===== src/rtl/arctan_arbiter.sv =====
`default_nettype none
// ============================================================================
// Module      : arctan_arbiter
// Description : Round-robin arbiter sharing one fixed-latency arctan unit
//               among N_REQ requesters, with tag-based result routing.
// Revision    : 1.0 - initial release
// ============================================================================
module arctan_arbiter #(
  parameter int N_REQ = 4,
  parameter int LAT   = 36,
  parameter int DW    = 18
) (
  input  logic                       clk,
  input  logic                       rst,
  input  logic                       en,
  input  logic [N_REQ-1:0]           req_valid,
  input  logic [N_REQ*DW-1:0]        req_data,
  output logic [N_REQ-1:0]           req_ready,
  output logic [DW-1:0]              atan_in,
  input  logic [DW-1:0]              atan_out,
  output logic [N_REQ-1:0]           rsp_valid,
  output logic [DW-1:0]              rsp_data,
  output logic [$clog2(LAT+2)-1:0]   inflight
);

  localparam int             PW      = $clog2(N_REQ);
  localparam int             IW      = $clog2(LAT+2);
  localparam logic [PW-1:0]  LAST_ID = PW'(N_REQ - 1);
  localparam logic [PW:0]    NUM     = (PW+1)'(N_REQ);

  logic [PW-1:0]   r_ptr;
  logic [LAT:0]    r_tag_v;
  logic [PW-1:0]   r_tag_id [0:LAT];

  logic            w_hs;
  logic            w_retire;
  logic [PW-1:0]   w_win_id;
  logic [DW-1:0]   w_win_data;
  logic [PW:0]     w_sum;
  logic [PW:0]     w_cand;
  logic [DW-1:0]   w_data [N_REQ];

  genvar gi;
  generate
    for (gi = 0; gi < N_REQ; gi++) begin : g_unpack
      assign w_data[gi] = req_data[gi*DW +: DW];
    end
  endgenerate

  // Search upward from r_ptr with wrap; first valid requester wins.
  always_comb begin
    req_ready = '0;
    w_hs      = 1'b0;
    w_win_id  = '0;
    w_sum     = '0;
    w_cand    = '0;
    if (en && !rst) begin
      for (int k = 0; k < N_REQ; k++) begin
        w_sum  = {1'b0, r_ptr} + (PW+1)'(k);
        w_cand = (w_sum >= NUM) ? (w_sum - NUM) : w_sum;
        if (!w_hs && req_valid[PW'(w_cand)]) begin
          w_hs                   = 1'b1;
          w_win_id               = PW'(w_cand);
          req_ready[PW'(w_cand)] = 1'b1;
        end
      end
    end
  end

  assign w_win_data = w_data[w_win_id];
  assign w_retire   = r_tag_v[LAT];

  always_ff @(posedge clk) begin
    if (rst) begin
      r_ptr     <= '0;
      r_tag_v   <= '0;
      atan_in   <= '0;
      rsp_valid <= '0;
      rsp_data  <= '0;
      inflight  <= '0;
      for (int k = 0; k <= LAT; k++) begin
        r_tag_id[k] <= '0;
      end
    end else begin
      if (w_hs) begin
        r_ptr <= (w_win_id == LAST_ID) ? '0 : (w_win_id + PW'(1));
      end

      atan_in <= w_hs ? w_win_data : '0;

      // Tag position k is valid in cycle t+1+k, so the last stage lines up
      // with the shared unit's output for the operand issued at cycle t.
      r_tag_v     <= {r_tag_v[LAT-1:0], w_hs};
      r_tag_id[0] <= w_win_id;
      for (int k = 1; k <= LAT; k++) begin
        r_tag_id[k] <= r_tag_id[k-1];
      end

      if (w_retire) begin
        rsp_valid <= {{(N_REQ-1){1'b0}}, 1'b1} << r_tag_id[LAT];
        rsp_data  <= atan_out;
      end else begin
        rsp_valid <= '0;
      end

      case ({w_hs, w_retire})
        2'b10:   inflight <= inflight + IW'(1);
        2'b01:   inflight <= inflight - IW'(1);
        default: inflight <= inflight;
      endcase
    end
  end

endmodule
`default_nettype wire

===== config.mk =====
export PLATFORM = sky130hd
export DESIGN_NAME = arctan_arbiter
export DESIGN_NICKNAME = d
export VERILOG_FILES = /design/src/rtl/arctan_arbiter.sv
export SDC_FILE = /design/constraint.sdc
export NUM_CORES = 1
export LEC_CHECK = 0
export CAP_MARGIN = 20
export CORE_MARGIN = 3
export CORE_UTILIZATION = 40
export DETAILED_ROUTE_END_ITERATION = 6
export PLACE_DENSITY = 0.73
export REMOVE_ABC_BUFFERS = 1
export SLEW_MARGIN = 20
export SYNTH_ARGS = -nofsm -noshare
export SYNTH_HDL_FRONTEND = slang
export SYNTH_SLANG_ARGS = --single-unit

===== constraint.sdc =====
create_clock -name clk -period 4 [get_ports clk]
set_input_delay 0.8 -clock clk [delete_from_list [all_inputs] [get_ports clk]]
set_output_delay 0.8 -clock clk [all_outputs]
set_load 0.05 [all_outputs]

## After elaboration in Yosys (flattened, before gate mapping)

Memories as Yosys holds them, arrays and structs flattened.
Index checks and enable logic that the tools add are counted.

- Bitwise gates (word level): 43
- Shift operators: 1
- Multiplexer cells: 86
- Add/subtract/negate cells: 10
- Reduce and logical (&&, ||, !) cells: 15
- Order comparisons: 13
- Equality and inequality tests: 3

Operators with widths:

| cell | count |
|---|---|
| 2-bit two-way mux | 47 |
| 1-bit OR | 37 |
| 18-bit binary-select mux with 2-bit select | 1 |
| 18-bit two-way mux | 2 |
| 4-bit two-way mux | 8 |
| 1-bit two-way mux | 19 |
| 3-bit greater-or-equal comparator, second input constant | 4 |
| 2-bit by 3-bit < comparator with 1-bit output, second input constant | 4 |
| 4-bit OR | 3 |
| 6-bit case mux with 2 select lines | 1 |
| 1-bit binary-select mux with 2-bit select | 4 |
| 1-bit demux with 2-bit select | 4 |
| 2-bit by 1-bit greater-or-equal comparator with 1-bit output, second input constant | 4 |
| 1-bit logical AND | 8 |
| 2-bit by 1-bit subtractor with 2-bit output, second input constant | 4 |
| 2-bit by 2-bit adder with 3-bit output, second input constant | 2 |
| 6-bit by 1-bit adder with 6-bit output, second input constant | 1 |
| 6-bit by 1-bit subtractor with 6-bit output, second input constant | 1 |
| 2-bit == test, second input constant | 2 |
| 1-bit logical NOT | 4 |
| 2-bit OR reduction | 2 |
| 1-bit by 2-bit left shift with 4-bit output, first input constant | 1 |
| 2-bit by 1-bit adder with 3-bit output, second input constant | 1 |
| 2-bit by 3-bit greater-or-equal comparator with 1-bit output, second input constant | 1 |
| other kinds (5) | 6 |

- Memories: 1
- RAM bits: 74
- Input port bits: 97
- Logic and storage cells: 178
- Register bits: 85
- Output and inout port bits: 50

Memory list:

| name | depth | width | read ports | clocked after Yosys merged registers in | wr ports | RTL line | text |
|---|---|---|---|---|---|---|---|
| r_tag_id | 37 | 2 | 37 | 0 | 37 | 33 | `logic [PW-1:0] r_tag_id [0:LAT];` |

## Longest topological paths before layout

Gate-level depths: netlist of the first run.

- Depth after elaboration: 22
- Mapped depth: 13
- Gate-level depth less buffers: 11

## Worst setup path after synthesis of the first run

OpenSTA, ideal clock, no wires.

- Path type: reg2out
- Start point: register r_ptr[0]
- End point: output port req_ready[0]
- Data arrival time: 2683 ps
- Required time: 3200 ps
- Path buffers: 2
- Setup slack: 517 ps
- Stages on the path, launching flop included: 11
- Cells stage by stage: dfxtp_1 > buf_6 > inv_1 > ha_1 > clkbuf_1 > mux4_2 > nor2b_4 > a22oi_1 > nor2_1 > a221oi_1 > nor2_1

- Cells in the longest elaborated chain, start to end: 18
- Elaborated cells on any way between the ends: 66
- Classes of those cells: add/sub (7); order compare (12); mux (34); bitwise (3); reduce/logical (10)

Ends and longest elaborated chain:

| what | RTL line | text |
|---|---|---|
| start: declaration | 31 | `logic [PW-1:0] r_ptr;` |
| start signal: assignment | 86 | `r_ptr <= (w_win_id == LAST_ID) ? '0 : (w_win_id + PW'(1));` |
| parallel branches: the longest is 16 deep, another holds 2-bit by 1-bit adder with 3-bit output | n/a |  |
| 4-bit two-way mux * | 61 | `if (!w_hs && req_valid[PW'(w_cand)]) begin` |
| 4-bit two-way mux * | 57 | `if (en && !rst) begin` |
| end: declaration | 18 | `output logic [N_REQ-1:0] req_ready,` |

Every way passes the cells marked *. The select of a mux whose other input is x is not followed.

## Worst setup path in the final report of the first run

- Start point: register r_ptr[0]
- End point: output port req_ready[1]

The elaborated chain is that of the path after synthesis.

==> metrics.txt, run 1 <==
Vias/cell=4.76; GRT Residual Overflow=0; Starting Density=41.2%; fin cells=827; fin area=7710 um2; worst path arrival time=2.96 ns; I/O pin cnt=147; Mean Syn Cell Area=11.1 um2; Final nets=749; Residual DRC=0; Tmin final=3.76 ns; Antenna Nets Post-Route=0; hold_buf cts=0; Clock transition at path regs=0.06 ns; Die Footprint=15200 um2; FF-to-FF Start=r_ptr[0]$_SDFFE_PP0P_; Worst Path Max Fanout=13; dominant cells by area after synthesis=dfxtp_1 (58%), nor2b_1 (13%), mux2i_1 (6.9%); P_int=2.89 mW; total power=3.95 mW; Setup CP Type=reg2out; DP Cell Count=795; R2R setup slack=0.93 ns; FP Rows=42; fmax=266 MHz; register area=3180 um2; family with the most delay on the worst path=flip-flops; core area=13300 um2; clock sinks=159; PwrDens=512 nW/um2; flops & latches, synth=159; vias in the first global route=3933; post-CTS setup buffer count=0; clk_lat worst skew=0.41 ns; fin util=57.8%; Port Buffer Count=146; largest net degree at the start of global routing=80; final period utilization=94.1%; clock share of power=39.4%; status=complete, no violations; RD Place Congestion=0.735; Crit path top cell by count=nor2_1; Initial DRC Count=216; ANT cells=0; antenna violations before repair=0; yosys warns=0; DR pass1 iterations=4; TritonCTS Buffers=17; wire per inst=13.3 um; synthesis-to-finish area growth=40.3%; Buf+Inv Stages, Crit Path=2; hold path startpoint=r_tag_id[32][0]$_SDFF_PP0_; Post-Route WL=11000 um; Synth area leader=dfxtp_1; Die Wd=123 um; Synth top area share=57.9%; Placed Area=7130 um2; Root Buffer=clkbuf_16; critical path, cell by cell=inv_1 -> ha_1 -> mux4_2 -> nor2b_4 -> a22oi_1 -> nor2_1 -> a221oi_1 -> nor2_1 -> buf_12; Switching Fraction=26.9%; Critical Path RT=3.20 ns; CTS tree=built; Net Sw Power=1.06 mW; Worst setup EP type=output pin; Post-synth EDFFs=0; fill count=1142; sequential share of the synthesized area=57.9%; Async SR Flop Fraction=0%; # setup viols final=0; HPWL after DPL=7740 um; min-delay worst type=reg2reg; crit start category=flop; Final Skew=0.0146 ns; Cell Area, Synth=5500 um2; RSZ-0062 raised after global routing=false; synth unique cells=41; DIE HEIGHT=123 um; Worst Hold Path EP=r_tag_id[33][0]$_SDFF_PP0_; Vias=3940; relative slew slack=53.5%; power share of the combinational group=18.5%; Fin. Hold Viols=0; Lkg Pwr=2.96 nW; max cap viols=0; Max Buffers Root-to-Sink=2; Max H-tree Level=4; Worst R2R Path Depth=9; VDD IR max=0.287 mV; worst slew pin tran=0.698 ns; Crit-path slowest cell=dfxtp_1; most frequent cells in the layout=dfxtp_1 (159), clkdlybuf4s50_1 (141), nor2b_1 (110); Top FF cell, synth=dfxtp_1; Final TNS setup=0 ns; layout cells sized above 1=7.22%; most common cell after layout, fill and taps aside=dfxtp_1; Overall Global Routing Usage=15.2%; crit-path max cell delay=0.67 ns; Resize count post-CTS=0; first-pass GRT wire length=18100 um; Gate Count Post-Synth=497; sequential share of power=42.1%; Multi-input gate area=2140 um2; worst reg2reg path endpoint=atan_in[11]$_SDFF_PP0_; Final Max Tran Viols=0; Hold Path Stages=1
[cells by family after synthesis]
| family | after synthesis | synth area share [%] |
|---|---|---|
| simple gates | 173 | 17.6 |
| flops | 159 | 57.9 |
| compound gates | 68 | 8.92 |
| mux | 41 | 8.15 |
| buf+inv | 36 | 3.12 |
| fa+ha+maj | 14 | 3.32 |
| xor+xnor | 6 | 0.956 |
[state kept, by name, summed over array words and instances, names as in the netlist]
name       flops
rsp_valid      4
atan_in       18
r_tag_v       37
r_tag_id      74
inflight       6
r_ptr          2
rsp_data      18
[layer usage]
layer	share of wire [%]	track usage (%)	wire, um	vias to the layer above
met4	1.2	5.88	133	0
met5	0	0	0	-
met2	45	24.7	4980	170
met1	43	17.4	4720	1806
met3	11	7.27	1200	10
li1	-	-	-	1954
[area by class of cell]
cell class,count,share of cell area [%]
clock buffers,20,5.79
inverters,5,0.243
repair buffers,153,20.3
flip-flops and latches,159,41.3
multi-input cells,302,27.8
clock inverters,12,1.75
well taps,176,2.86
[how the worst max path moves through the flow]
stage,cells past startpoint,end,startpoint
2_1_floorplan,8,atan_in[0]$_SDFF_PP0_,r_ptr[0]$_SDFFE_PP0P_
3_3_place_gp,12,inflight[5]$_SDFFE_PP0P_,req_valid[1]
3_5_place_dp,12,inflight[5]$_SDFFE_PP0P_,req_valid[1]
4_1_cts,8,req_ready[0],r_ptr[0]$_SDFFE_PP0P_
5_1_grt,9,req_ready[0],r_ptr[0]$_SDFFE_PP0P_
6_report,9,req_ready[1],r_ptr[0]$_SDFFE_PP0P_
[synthesized netlist by cell type, types with 2 or more instances]
master / count
dfxtp_1: 159
nor2b_1: 110
nor2_1: 45
mux2i_1: 38
a22oi_1: 22
clkbuf_1: 21
o22ai_1: 18
ha_1: 13
a21oi_1: 6
inv_1: 5
nand2_1: 5
a21o_1: 4
a221oi_1: 4
buf_2: 4
xor2_1: 4
buf_1: 3
mux4_2: 3
nand2b_1: 3
o21ai_0: 3
buf_6: 2
nor3_1: 2
nor3b_1: 2
o31ai_1: 2
xnor2_1: 2
[metrics by stage]
| stage | setup WS (ns) | hold slack (ns) |
|---|---|---|
| floorplan | 0.105 | 0.414 |
| global placement | 0.322 | 0.419 |
| detailed placement | 0.135 | 0.420 |
| CTS | 0.233 | 0.434 |
| global route | 0.0000819 | 0.445 |
| finish | 0.236 | 0.432 |
[power by group through the flow]
stage	logic, mW	clock network [mW]	registers, mW
finish	0.730	1.56	1.66
floorplan	0.321	0	1.81
CTS	0.730	1.60	1.66
global placement	0.718	0	1.70
detailed placement	0.726	0	1.70
global route	0.788	1.67	1.67
No activity file was read; power rests on OpenSTA's default activity.
==> run 2: changes to the inputs <==
--- a/config.mk
+++ b/config.mk
@@ -6,7 +6,7 @@
 export NUM_CORES = 1
 export LEC_CHECK = 0
 export CAP_MARGIN = 20
-export CORE_MARGIN = 3
+export CORE_MARGIN = 4
 export CORE_UTILIZATION = 40
 export DETAILED_ROUTE_END_ITERATION = 6
 export PLACE_DENSITY = 0.73
==> run 2 against run 1 <==
  * Sequential share of layout area barely moved
  * Total power is 0.73% lower
  * Clock skew down 0.0063 ns
  * First-iteration DRC count shrank 6.0%
  * Clock-buffer cell count fell by 2
  * Sequential power about the same
  * Critical path depth unchanged
  * Hold slack worse by 0.00083 ns
  * Final cell count unchanged
  * Design area barely moved
  * Sequential cell count stayed put
  * Critical path type unchanged
  * Largest power group unchanged
==> metrics.txt, run 2 (synthesis gave the netlist of run 1 again) <==
VDD IR max=0.328 mV; crit start category=flop; Max H-tree Level=4; Final Max Tran Viols=0; Antenna Nets Post-Route=0; Placed Area=7130 um2; Net Sw Power=1.09 mW; power share of the combinational group=18.6%; RD Place Congestion=0.792; Port Buffer Count=146; min-delay worst type=reg2reg; TritonCTS Buffers=17; fin area=7710 um2; Worst Path Max Fanout=9; Clock transition at path regs=0.06 ns; layout cells sized above 1=7.53%; I/O pin cnt=147; fill count=1162; synthesis-to-finish area growth=40.2%; antenna violations before repair=0; Die Wd=125 um; Critical Path RT=3.20 ns; Switching Fraction=27.9%; Die Footprint=15700 um2; DR pass1 iterations=4; P_int=2.83 mW; Max Buffers Root-to-Sink=2; max cap viols=0; most common cell after layout, fill and taps aside=dfxtp_1; Starting Density=41.2%; # setup viols final=0; FP Rows=42; vias in the first global route=4007; Lkg Pwr=2.97 nW; PwrDens=509 nW/um2; Final Skew=0.00824 ns; total power=3.92 mW; RSZ-0062 raised after global routing=false; Vias=3974; wire per inst=13.2 um; register area=3180 um2; fmax=272 MHz; Reg with most FFs=r_tag_id; Largest register FFs=74; Initial DRC Count=203; Final nets=749; WHS=0.432 ns; clock share of power=39.0%; Fin. Hold Viols=0; DIE HEIGHT=125 um; fin util=57.7%; Overall Global Routing Usage=14.1%; worst path arrival time=2.88 ns; clock sinks=159; Final TNS setup=0 ns; final period utilization=91.9%; GRT Residual Overflow=0; ANT cells=0; sequential share of power=42.4%; core area=13300 um2; Tmin final=3.68 ns; Setup CP Type=reg2out; largest registers=r_tag_id: 74 flops, r_tag_v: 37 flops; relative slew slack=43.2%; Multi-input gate area=2140 um2; largest net degree at the start of global routing=129; CTS tree=built; Root Buffer=clkbuf_16; status=complete, no violations; Vias/cell=4.81; hold_buf cts=0; Post-Route WL=10900 um; most frequent cells in the layout=dfxtp_1 (158), clkdlybuf4s50_1 (141), nor2b_1 (110); first-pass GRT wire length=18300 um; clk_lat worst skew=0.40 ns; Residual DRC=0; HPWL after DPL=7650 um; worst slew pin tran=0.852 ns; Worst setup EP type=output pin
## run 2: final cells by class
type	count	area share, %
Sequential cell	159	41.3
Multi-Input combinational cell	302	27.8
Timing Repair Buffer	153	20.3
Clock buffer	18	5.57
Tap cell	176	2.86
Clock inverter	14	1.88
Inverter	5	0.244
## run 2: repair_timing
item / 4_1_cts / 5_1_grt
endpoints found under the setup margin: 0 / 4
endpoints found under the hold margin: 0 / 0
gates resized for setup: 0 / 1
setup buffers: 0 / 0
## run 2: metal layers
metal	global-route usage, %	up-vias	share of wire (%)	routed length (um)
met2	22.2	170	45	4880
met5	0	-	0	0
met3	6.23	20	10	1110
li1	-	1960	-	-
met1	16.6	1824	43	4650
met4	6.44	0	2.4	266
## run 2: path summary, 6_finish.rpt
check	from	end	slack, ns	cells after the start
hold reg to reg	r_tag_v[8]$_SDFF_PP0_	r_tag_v[9]$_SDFF_PP0_	0.43	1
setup / recovery	r_ptr[1]$_SDFFE_PP0P_	req_ready[2]	0.32	9
setup reg to reg	r_ptr[1]$_SDFFE_PP0P_	atan_in[12]$_SDFF_PP0_	0.99	9
hold / removal	r_tag_v[8]$_SDFF_PP0_	r_tag_v[9]$_SDFF_PP0_	0.43	1
## run 2: metrics by stage
stage | std cells | setup WS [ns]
4_1_cts | 827 | 0.227
6_report | 827 | 0.325
3_5_place_dp | 795 | 0.224
5_1_grt | 827 | 0.0239
3_3_place_gp | 795 | 0.397
2_1_floorplan | 466 | 0.105
## run 2: critical path, stage by stage (launching register included)
cell	delay, ns
dfxtp_1	0.53
inv_1	0.18
ha_1	0.50
mux4_2	0.44
nor2b_4	0.20
a22oi_1	0.09
nor2_1	0.10
a221oi_1	0.06
nor2_1	0.20
buf_12	0.17
## run 2: power by group through the flow
stage	clock network (mW)	logic, mW	registers (mW)
6_report	1.53	0.728	1.66
2_1_floorplan	0	0.321	1.81
3_5_place_dp	0	0.728	1.70
3_3_place_gp	0	0.724	1.70
4_1_cts	1.57	0.731	1.66
5_1_grt	1.64	0.789	1.67
